File: src/rtl/spi_ram_master.sv
// spi_ram_master: runs one SPI RAM transaction at a time in mode 0, MSB first.
// Each transaction sends a read (03h) or write (02h) command, a 24-bit address
// and 1..2**LEN_BITS data bytes. spi_clk is derived from clk by a half-period divider.
module spi_ram_master #(
  parameter int CLK_DIV  = 2,
  parameter int LEN_BITS = 3
) (
  input  logic                clk,
  input  logic                rst_n,
  input  logic                start,
  input  logic                is_write,
  input  logic [23:0]         addr,
  input  logic [LEN_BITS-1:0] len_m1,
  input  logic [7:0]          wr_data,
  output logic                wr_take,
  output logic [7:0]          rd_data,
  output logic                rd_valid,
  output logic                busy,
  output logic                done,
  output logic                spi_clk,
  output logic                spi_mosi,
  output logic                spi_select,
  input  logic                spi_miso
);

  typedef enum logic [1:0] {IDLE, SETUP, SHIFT, HOLD} state_t;

  localparam int CDW = (CLK_DIV > 1) ? $clog2(CLK_DIV) : 1;
  localparam int CW  = LEN_BITS + 6;
  localparam logic [CDW-1:0] DIV_LAST = CDW'(CLK_DIV - 1);

  state_t                state_q;
  logic [CDW-1:0]        div_q, div_d;
  logic                  tick;
  logic [CW-1:0]         bitIdx_q;
  logic [CW-1:0]         lastIdx;
  logic                  inData, byteEnd, isLast;
  logic [30:0]           shift_q;
  logic [6:0]            rxShift_q;
  logic                  isWrite_q;
  logic [LEN_BITS-1:0]   len_q;
  logic [31:0]           cmdWord;

  logic spiClk_q, spiMosi_q, spiSelect_q;
  logic busy_q, done_q, wrTake_q, rdValid_q;
  logic [7:0] rdData_q;

  assign cmdWord = {(is_write ? 8'h02 : 8'h03), addr};

  // Half-period divider next value, tick strobe and bit-position decode
  always_comb begin
    tick    = (state_q != IDLE) && (div_q == DIV_LAST);
    div_d   = ((state_q == IDLE) || tick) ? '0 : div_q + CDW'(1);
    lastIdx = CW'(39) + CW'({len_q, 3'b000});
    inData  = (bitIdx_q >= CW'(32));
    byteEnd = (bitIdx_q[2:0] == 3'd7);
    isLast  = (bitIdx_q == lastIdx);
  end

  // Divider counter: restarts whenever the sequencer is idle
  always_ff @(posedge clk or negedge rst_n) begin
    if (!rst_n) begin
      div_q <= '0;
    end else begin
      div_q <= div_d;
    end
  end

  // Transaction sequencer with all SPI and host-side outputs registered
  always_ff @(posedge clk or negedge rst_n) begin
    if (!rst_n) begin
      state_q     <= IDLE;
      bitIdx_q    <= '0;
      shift_q     <= '0;
      rxShift_q   <= '0;
      isWrite_q   <= 1'b0;
      len_q       <= '0;
      spiClk_q    <= 1'b0;
      spiMosi_q   <= 1'b0;
      spiSelect_q <= 1'b1;
      busy_q      <= 1'b0;
      done_q      <= 1'b0;
      wrTake_q    <= 1'b0;
      rdValid_q   <= 1'b0;
      rdData_q    <= '0;
    end else begin
      done_q    <= 1'b0;
      wrTake_q  <= 1'b0;
      rdValid_q <= 1'b0;
      case (state_q)
        IDLE: begin
          if (start) begin
            isWrite_q   <= is_write;
            len_q       <= len_m1;
            shift_q     <= cmdWord[30:0];
            spiMosi_q   <= cmdWord[31];
            bitIdx_q    <= '0;
            busy_q      <= 1'b1;
            spiSelect_q <= 1'b0;
            state_q     <= SETUP;
          end
        end
        SETUP: begin
          if (tick) begin
            state_q <= SHIFT;
          end
        end
        SHIFT: begin
          if (tick) begin
            if (!spiClk_q) begin
              spiClk_q <= 1'b1;
              if (inData && !isWrite_q) begin
                rxShift_q <= {rxShift_q[5:0], spi_miso};
                if (byteEnd) begin
                  rdData_q  <= {rxShift_q, spi_miso};
                  rdValid_q <= 1'b1;
                end
              end
            end else begin
              spiClk_q <= 1'b0;
              bitIdx_q <= bitIdx_q + CW'(1);
              if (isLast) begin
                spiSelect_q <= 1'b1;
                spiMosi_q   <= 1'b0;
                state_q     <= HOLD;
              end else if (byteEnd && (bitIdx_q >= CW'(31))) begin
                if (isWrite_q) begin
                  shift_q   <= {wr_data[6:0], 24'h000000};
                  spiMosi_q <= wr_data[7];
                  wrTake_q  <= 1'b1;
                end else begin
                  shift_q   <= '0;
                  spiMosi_q <= 1'b0;
                end
              end else begin
                shift_q   <= {shift_q[29:0], 1'b0};
                spiMosi_q <= shift_q[30];
              end
            end
          end
        end
        HOLD: begin
          if (tick) begin
            busy_q  <= 1'b0;
            done_q  <= 1'b1;
            state_q <= IDLE;
          end
        end
      endcase
    end
  end

  assign spi_clk    = spiClk_q;
  assign spi_mosi   = spiMosi_q;
  assign spi_select = spiSelect_q;
  assign busy       = busy_q;
  assign done       = done_q;
  assign wr_take    = wrTake_q;
  assign rd_valid   = rdValid_q;
  assign rd_data    = rdData_q;

endmodule

File: config.mk
export PLATFORM = sky130hd
export DESIGN_NAME = spi_ram_master
export DESIGN_NICKNAME = d
export VERILOG_FILES = /design/src/rtl/spi_ram_master.sv
export SDC_FILE = /design/constraint.sdc
export NUM_CORES = 1
export LEC_CHECK = 0
export CORE_AREA = 2 2 76 78
export CTS_CLUSTER_SIZE = 10
export DETAILED_ROUTE_END_ITERATION = 16
export DIE_AREA = 0 0 78 80
export DONT_BUFFER_PORTS = 1
export GPL_ROUTABILITY_DRIVEN = 0
export GPL_TIMING_DRIVEN = 0
export PLACE_DENSITY = 0.91
export SETUP_SLACK_MARGIN = 0.5
export SYNTH_ARGS = -nofsm -noshare
export SYNTH_HDL_FRONTEND = slang
export SYNTH_SLANG_ARGS = --single-unit
File: constraint.sdc
create_clock -name clk -period 5.8 [get_ports clk]
set_clock_uncertainty 0.05 [all_clocks]
set_input_delay 0.87 -clock clk [delete_from_list [all_inputs] [get_ports clk]]
set_output_delay 0.87 -clock clk [all_outputs]
set_load 0.05 [all_outputs]
==> impl_metrics.toml <==
[die]
ios = 55
start_util = 0.629
dieArea_mm2 = 0.00624
rows = 27
die_y_um = 80
core_mm2 = 0.00541
dieWidth_um = 78

[sta]
maxSlewHeadroom = 0.534
fmax_mhz = 361
fin_ws_ns = 3.03
setup_viol = 0
hold_violations = 0
fin_crit_sh = 0.478
setup_tns_ns = 0
rsz0062_at_grt = "no"
min_period_ns = 2.77
finalMaxSlewViolations = 0
worstMarginPinSlew_ns = 0.692

[yosys]
synthFlopType = "dfrtp_1"
syn_avg_cell_area_um2 = 11.7
ys_ff_latch = 69
synthDistinctLibCells = 46
synth_cells = 291
async_flop_share = 1.00
synth-edff-count = 0
synth_nets = 339
ys_seq_area_frac = 0.508
synth_area_mm2 = 0.00340
yosys_warnings = 0

[layout]
register_area_mm2 = 0.00173
num-nets-final = 350
final_common_cell = "dfrtp_1"
final_cell_mix = "dfrtp_1, mux2_2, nand2_1"
multi_input_area_mm2 = 0.00154
area_growth_syn_to_layout_pct = 8.79
drive_gt1_frac = 0.221
antenna_cells = 0
n_fill_cell = 388

[place]
portBuffers = 0
place_ws_ns = 3.06
dpl.hpwl_mm = 4.71

[worst_setup_path]
r2r_start = "state_q[0]"
rrSetupSlack_ns = 3.03
required_ns = 5.98
cp_cell_sequence = "inv_1 > ha_1 > and4b_2 > clkbuf_1 > nor2_1 > a31o_2 > buf_2 > mux2_1"
reg2reg_depth = 8
cp-start-kind = "flop"
critical_path.slowest_cell = "nor2_1"
slowest_delay_ns = 0.47
cp_max_fo = 10
critical_path_class = "flop to flop"
endpoint_kind = "flop"
crit_arrival_ns = 2.95
crit_buf_inv = 3
path_delay_family = "simple AND/OR/NAND/NOR gates"
rr_endpoint = "shift_q[18]"

[clocking]
cts_sinks = 69
cts_tree = "yes"
cts.clk_slew.worst_paths_ns = 0.08
cts_max_path_buffers = 2
postCtsSetupRepairBufs = 0
ctsResizeCount = 0
numCtsBuffers = 9
cts_max_level = 3
root_buffer = "clkbuf_8"
ctsHoldBuffers = 0
clk_latency_ns = 0.35

[pwr]
ir_drop_mv = 0.167
leakage_nw = 1.65
p_per_area_mw_per_mm2 = 248

[routing]
detail-route-antenna-nets = 0
highest_layer = "met4"
drt-met1-wl_mm = 2.79
drcViolationCount = 0
wl_mm = 6.72
drtIter0Drc = 166
dr_wl_met3_um = 499
wire_per_inst_um = 17.7
met2_length_mm = 3.30
routed_via_density = 6.05
first_pass_iters = 4
vias = 2292

[flow_run]
cap_violations = 0

[grt]
grt_max_degree = 70
grt_use_total = 0.235
grt_pass1_wl_mm = 11.2
antenna_found_initial = 0
grt_pass1_vias = 2348
grt-ovfl-total = 0

[run_status]
status = "complete, no violations"

[worst_hold_path]
hp-class = "input port to async pin"
==> cells in the mapped netlist (all sizes together), types with 2 or more instances <==
cell type,n,area [um2]
nand4,2,12.5
nor2,9,33.8
nand2b,2,12.5
a22o,4,35.0
nand3,6,30.0
ha,8,100
nand2,32,120
clkbuf,11,41.3
and2,6,37.5
xnor2,5,43.8
nand3b,2,15.0
and3,4,25.0
mux2i,8,80.1
inv,12,45.0
o21ai,8,40.0
buf,6,47.5
dfrtp,68,1700
nor4,2,12.5
o2bb2ai,27,236
mux2,43,514
o22ai,2,12.5
a21oi,4,20.0
==> how the worst max path moves through the flow <==
stage                from  slack [ns]  cells after the start          end
5_1_grt        state_q[0]        2.83                      8  shift_q[18]
4_1_cts        state_q[0]        3.04                      8  shift_q[18]
3_3_place_gp        start        3.12                      6  shift_q[17]
6_report       state_q[0]        3.03                      8  shift_q[18]
3_5_place_dp   state_q[0]        3.06                      8  shift_q[18]
2_1_floorplan       start        3.44                      6  shift_q[17]
==> cell families after synthesis <==
logic type | synth area share
AOI/OAI and AO/OA | 0.128
xor gates and xnor gates | 0.0155
adders and majority gates | 0.0294
buffers and inverters | 0.0394
DFF | 0.508
muxes | 0.175
and+or+nand+nor | 0.105
==> metal layers <==
layer / vias up / global-route usage
met3: 14 / 0.0882
met1: 1130 / 0.279
met5: - / 0
li1: 1072 / -
met2: 76 / 0.386
met4: 0 / 0.0982
==> final cells by class <==
type	count	area share
Sequential cell	69	0.467
Clock buffer	10	0.0372
Multi-Input combinational cell	193	0.416
Tap cell	72	0.0243
Inverter	12	0.0122
Clock inverter	6	0.0193
Buffer	17	0.0240
==> power by group <==
group,leakage [nW],switching [mW],internal [mW]
clock,0.0991,0.196,0.213
combinational,0.651,0.00137,0.00567
sequential,0.902,0.0140,0.486
==> worst reg2reg max path: stages, from the launching register on <==
cell      delay, ns
dfrtp_1        0.41
inv_1          0.13
ha_1           0.31
and4b_2        0.26
clkbuf_1       0.19
nor2_1         0.47
a31o_2         0.25
buf_2          0.24
mux2_1         0.35
==> sequential cells by signal (all words and copies together) (netlist names), 2 cells and up <==
| name | flops |
|---|---|
| state_q | 2 |
| bitIdx_q | 9 |
| rxShift_q | 7 |
| rd_data | 8 |
| shift_q | 31 |
| len_q | 3 |
==> per-stage QoR <==
stage / std cells / area, um2 / total power, mW / hold slack [ns] / utilization
2_1_floorplan: 291 / 3400 / 0.515 / 0.405 / -
3_3_place_gp: 363 / 3490 / 0.516 / 0.421 / 0.646
3_5_place_dp: 363 / 3490 / 0.517 / 0.431 / 0.646
4_1_cts: 379 / 3700 / 0.924 / 0.139 / 0.684
5_1_grt: 379 / 3700 / 0.947 / 0.123 / 0.684
6_report: 379 / 3700 / 0.916 / 0.156 / 0.684
Power figures use the tool's default switching activity.
